## src/rtl/fixed_point_add_arbiter.sv

```systemverilog
// fixed_point_add_arbiter: round-robin arbiter sharing one fixed-point adder among REQUESTERS clients
//
// fixed_point_add (helper): W-bit signed adder, wrapping or saturating.
// fixed_point_add_arbiter ports:
//   clk          rising-edge clock
//   rst_n        asynchronous active-low reset
//   req_valid    per-client request valid
//   req_ready    per-client request accept, at most one bit high
//   req_a/req_b  client k operands in bits [k*W +: W], signed two's complement
//   resp_valid   one-hot response valid, addressed to the issuing client
//   resp_ready   per-client response accept (only the owner's bit matters)
//   resp_result  registered sum on a shared bus
// Optional feature: define FIXED_POINT_ADD_ARBITER_SATURATE_EN to saturate sums
// instead of wrapping.

module fixed_point_add #(
    parameter int INTEGER_PART_WIDTH    = 2,
    parameter int FRACTIONAL_PART_WIDTH = 1,
    localparam int W = INTEGER_PART_WIDTH + FRACTIONAL_PART_WIDTH
) (
    input  logic [W-1:0] a,
    input  logic [W-1:0] b,
    output logic [W-1:0] sum
);
    logic [W-1:0] raw;
    assign raw = a + b;
`ifdef FIXED_POINT_ADD_ARBITER_SATURATE_EN
    logic ovf;
    // overflow only when operands share a sign and the sum flips it
    assign ovf = (a[W-1] == b[W-1]) && (raw[W-1] != a[W-1]);
    assign sum = ovf ? {a[W-1], {(W-1){~a[W-1]}}} : raw;
`else
    assign sum = raw;
`endif
endmodule

module fixed_point_add_arbiter #(
    parameter int INTEGER_PART_WIDTH    = 2,
    parameter int FRACTIONAL_PART_WIDTH = 1,
    parameter int REQUESTERS            = 4,
    localparam int W  = INTEGER_PART_WIDTH + FRACTIONAL_PART_WIDTH,
    localparam int PW = (REQUESTERS > 1) ? $clog2(REQUESTERS) : 1
) (
    input  logic                    clk,
    input  logic                    rst_n,
    input  logic [REQUESTERS-1:0]   req_valid,
    output logic [REQUESTERS-1:0]   req_ready,
    input  logic [REQUESTERS*W-1:0] req_a,
    input  logic [REQUESTERS*W-1:0] req_b,
    output logic [REQUESTERS-1:0]   resp_valid,
    input  logic [REQUESTERS-1:0]   resp_ready,
    output logic [W-1:0]            resp_result
);
    typedef enum logic {IDLE, RESP} state_t;
    state_t state, state_nxt;
    logic [PW-1:0] ptr, owner, g, ptr_nxt;
    logic found, hs, accept;
    logic [W-1:0] sum;
    // first valid requester searching upward from ptr, wrapping
    always_comb begin
        found = 1'b0;
        g = ptr;
        for (int i = 0; i < REQUESTERS; i++) begin
            if (!found && req_valid[(int'(ptr) + i) % REQUESTERS]) begin
                found = 1'b1;
                g = PW'((int'(ptr) + i) % REQUESTERS);
            end
        end
    end
    assign ptr_nxt = (g == PW'(REQUESTERS - 1)) ? '0 : g + 1'b1;
    fixed_point_add #(
        .INTEGER_PART_WIDTH(INTEGER_PART_WIDTH),
        .FRACTIONAL_PART_WIDTH(FRACTIONAL_PART_WIDTH)
    ) u_add (
        .a(req_a[g*W +: W]),
        .b(req_b[g*W +: W]),
        .sum(sum)
    );
    // a held result may be replaced in the same cycle its owner takes it
    always_comb begin
        hs = (state == RESP) && resp_ready[owner];
        accept = found && (state == IDLE || hs);
        req_ready = accept ? REQUESTERS'(1) << g : '0;
        state_nxt = accept ? RESP : (hs ? IDLE : state);
    end
    always_ff @(posedge clk or negedge rst_n) begin
        if (!rst_n) state <= IDLE;
        else state <= state_nxt;
    end
    always_ff @(posedge clk or negedge rst_n) begin
        if (!rst_n) begin
            ptr <= '0;
            owner <= '0;
            resp_valid <= '0;
            resp_result <= '0;
        end else if (accept) begin
            ptr <= ptr_nxt;
            owner <= g;
            resp_valid <= REQUESTERS'(1) << g;
            resp_result <= sum;
        end else if (hs) begin
            resp_valid <= '0;
        end
    end
endmodule

```

## config.mk

```make
export PLATFORM = sky130hd
export DESIGN_NAME = fixed_point_add_arbiter
export DESIGN_NICKNAME = d
export VERILOG_FILES = /design/src/rtl/fixed_point_add_arbiter.sv
export SDC_FILE = /design/constraint.sdc
export NUM_CORES = 1
export LEC_CHECK = 0
export CORE_MARGIN = 2
export CORE_UTILIZATION = 35
export DETAILED_ROUTE_END_ITERATION = 8
export GPL_TIMING_DRIVEN = 0
export PLACE_DENSITY = 0.77
export SYNTH_ARGS = -nofsm -noshare
export SYNTH_HDL_FRONTEND = slang
export SYNTH_HIERARCHICAL = 1
export SYNTH_SLANG_ARGS = --single-unit
```

## constraint.sdc

```tcl
create_clock -name clk -period 3.4 [get_ports clk]
set_input_delay 0.68 -clock clk [delete_from_list [all_inputs] [get_ports clk]]
set_output_delay 0.68 -clock clk [all_outputs]
set_load 0.01 [all_outputs]
```

==> flow_summary.ini <==
[route]
dr.pass1.iters = 4
route.detailed.drc = 0
wirelength_um = 2620
routed_via_density = 5.16
wl_per_cell_um = 14.5
num_vias = 934
drt_iter0_drc = 11
ant_nets = 0

[timing]
finalClockSkew_ns = 0.000588
final_max_slew_viol_count = 0
setup_viol = 0
final.setup.tns_ns = 0
max_freq_mhz = 299
slew_headroom_pct = 63.2
hold_viol_final = 0
worst_slack_ns = 0.0534
whs_ns = 0.490
grt_setup_unrepaired = no
finalCritPeriodShare_pct = 98.4
period_minus_slack_ns = 3.35
tightest_slew_ns = 0.548

[cts]
cts_tree = done
numClockSinks = 12
cts_buffers = 3
cts_buffer_depth = 2
clk_pin_slew_ns = 0.07
cts_hold_buf = 0
insertion_delay_ns = 0.27
cts_root_buf = clkbuf_4
cts_htree_levels = 1

[layout]
final_util_pct = 60.4
nFillCells = 242
final_common_cell = clkdlybuf4s50_1
final_cell_count_no_fill = 181
final_cell_mix = clkdlybuf4s50_1 (37), mux2i_1 (18), nand2_1 (16)
drive_gt1_share_pct = 15.2
area_delta_synth_final_pct = 61.4
layout.nets = 188
num_antenna_cells = 0
final_cell_area_mm2 = 0.00152

[setup_path]
cp.arrival_ns = 2.67
startpoint_type = primary input
startpoint = resp_ready[3]
cp_data_required_time_ns = 2.72
critPathKind = in -> out
reg2reg_from = ptr[0]$_DFFE_PN0P_
path_max_fanout = 9
cp-end-kind = primary output

[power_and_ir_drop]
power_density_mw_per_mm2 = 719
p_leak_nw = 0.722
ir_drop_mv = 0.424
power.total_mw = 1.10

[synthesis]
synthDistinctLibCells = 37
yosysWarningCount = 6
synth_area_leaders = dfrtp_1 (32%), mux2i_1 (19%), nand2_1 (6.4%)
yosysTopAreaCellShare_pct = 31.8
syn_inst = 101
ys_seq_area_share_pct = 31.8
yosys.area.top_type = dfrtp_1
syn_area_um2 = 943
syn_nets = 137
yosys_register_bits = 12
synth.avg_cell_area_um2 = 9.34

[placed_design]
port_buffers = 44
place_area_mm2 = 0.00142
dp.cells = 175
hpwl_um = 1930
routabilityCongestion = 0.745
pre_cts_ws_ns = -0.282

[floorplanning]
core_mm2 = 0.00252
row_count = 18
io_pins = 45
start_util_pct = 37.4
die-area_mm2 = 0.00313
die_h_um = 55.9
dieWidth_um = 55.9

[run]
drv_cap = 0

[grt]
antenna_found_initial = 0
grt_usage_pct = 18.0
grt_first_pass_wirelength_um = 4490
overflow = 0
grt_pass1_vias = 1041
grt_max_degree = 13

[hold_path]
min_from = resp_result[1]$_DFFE_PN0P_
hold_path.class = reg -> reg

[outcome]
status = complete, no violations
## Yosys cell counts
| master | instances |
|---|---|
| buf_8 | 1 |
| or2_1 | 1 |
| a21oi_2 | 1 |
| o211ai_1 | 1 |
| nor2_2 | 1 |
| nor4_1 | 1 |
| dfrtp_1 | 12 |
| nand2_1 | 16 |
| o22ai_1 | 1 |
| a211oi_1 | 1 |
| a211oi_4 | 1 |
| o21ai_0 | 1 |
| nand4_1 | 1 |
| nand2b_2 | 1 |
| nor2_1 | 9 |
| nand2b_1 | 3 |
| a31oi_1 | 1 |
| or2_2 | 1 |
| or2b_1 | 1 |
| a21o_1 | 1 |
| buf_4 | 1 |
| xor3_1 | 1 |
| and3_2 | 1 |
| buf_2 | 2 |
| inv_1 | 3 |
| nor3b_1 | 5 |
| a311oi_1 | 1 |
| clkbuf_2 | 1 |
| nor2b_1 | 1 |
| o21a_1 | 1 |
| fa_1 | 1 |
| a32oi_1 | 1 |
| mux2i_1 | 18 |
| mux4_2 | 1 |
| o21ai_1 | 2 |
| a21oi_1 | 4 |
| ha_1 | 1 |
## cell families after synthesis
kind of cell               Yosys count  synth area share, %
and+or+nand+nor                     42                 22.4
muxes                               19                 21.5
AOI/OAI and AO/OA                   17                 13.1
DFF                                 12                 31.8
buffers and inverters                8                 5.17
adders and majority gates            2                 3.45
xor gates and xnor gates             1                 2.52
## cell type report
class / count / area [um2] / area share, %
Sequential cell: 12 / 300 / 19.7
Inverter: 3 / 11.3 / 0.740
Buffer: 5 / 42.5 / 2.79
Tap cell: 30 / 37.5 / 2.47
Timing Repair Buffer: 46 / 462 / 30.3
Multi-Input combinational cell: 81 / 633 / 41.6
Clock buffer: 4 / 36.3 / 2.38
## state kept, by name, indices dropped and copies added (netlist names)
register	flops
resp_valid	4
resp_result	3
owner	2
ptr	2
state	1
## critical path, cell delays in order
cell and delay [ns]:
clkdlybuf4s50_1 0.40, mux4_2 0.50, nor2b_1 0.14, buf_4 0.17, nor2_4 0.07, nand2_1 0.17, nor2_1 0.06, clkdlybuf4s50_1 0.48
## metal layers
| layer | track usage, % | up-vias | part of all wire, % |
|---|---|---|---|
| met4 | 4.42 | 0 | 0.50 |
| met3 | 5.58 | 2 | 4.1 |
| met1 | 21.5 | 451 | 42 |
| met2 | 31.5 | 22 | 53 |
| li1 | - | 459 | - |
| met5 | 0 | - | 0 |
## power by group
part	switching, mW	internal, mW	total [mW]
clock network	0.0478	0.0651	0.113
registers	0.0441	0.206	0.250
logic	0.337	0.395	0.732
total	0.429	0.666	1.10
## worst paths after layout
kind,slack (ns),cells after the start,to
worst max-delay path,0.05,8,req_ready[1]
worst min-delay path,0.49,2,resp_result[1]$_DFFE_PN0P_
worst max register to register,0.64,12,resp_result[2]$_DFFE_PN0P_
worst min register to register,0.49,2,resp_result[1]$_DFFE_PN0P_
max in group asynchronous,2.29,1,resp_result[1]$_DFFE_PN0P_
min in group asynchronous,0.76,1,resp_result[2]$_DFFE_PN0P_
## repair_timing
| action | CTS | global route |
|---|---|---|
| resized for setup | 7 | 9 |
| pin swaps | 2 | 1 |
| endpoints found under the setup margin | 4 | 5 |
| buffers inserted | 2 | 0 |
| cloned | 0 | 0 |
Power figures use the tool's default switching activity.
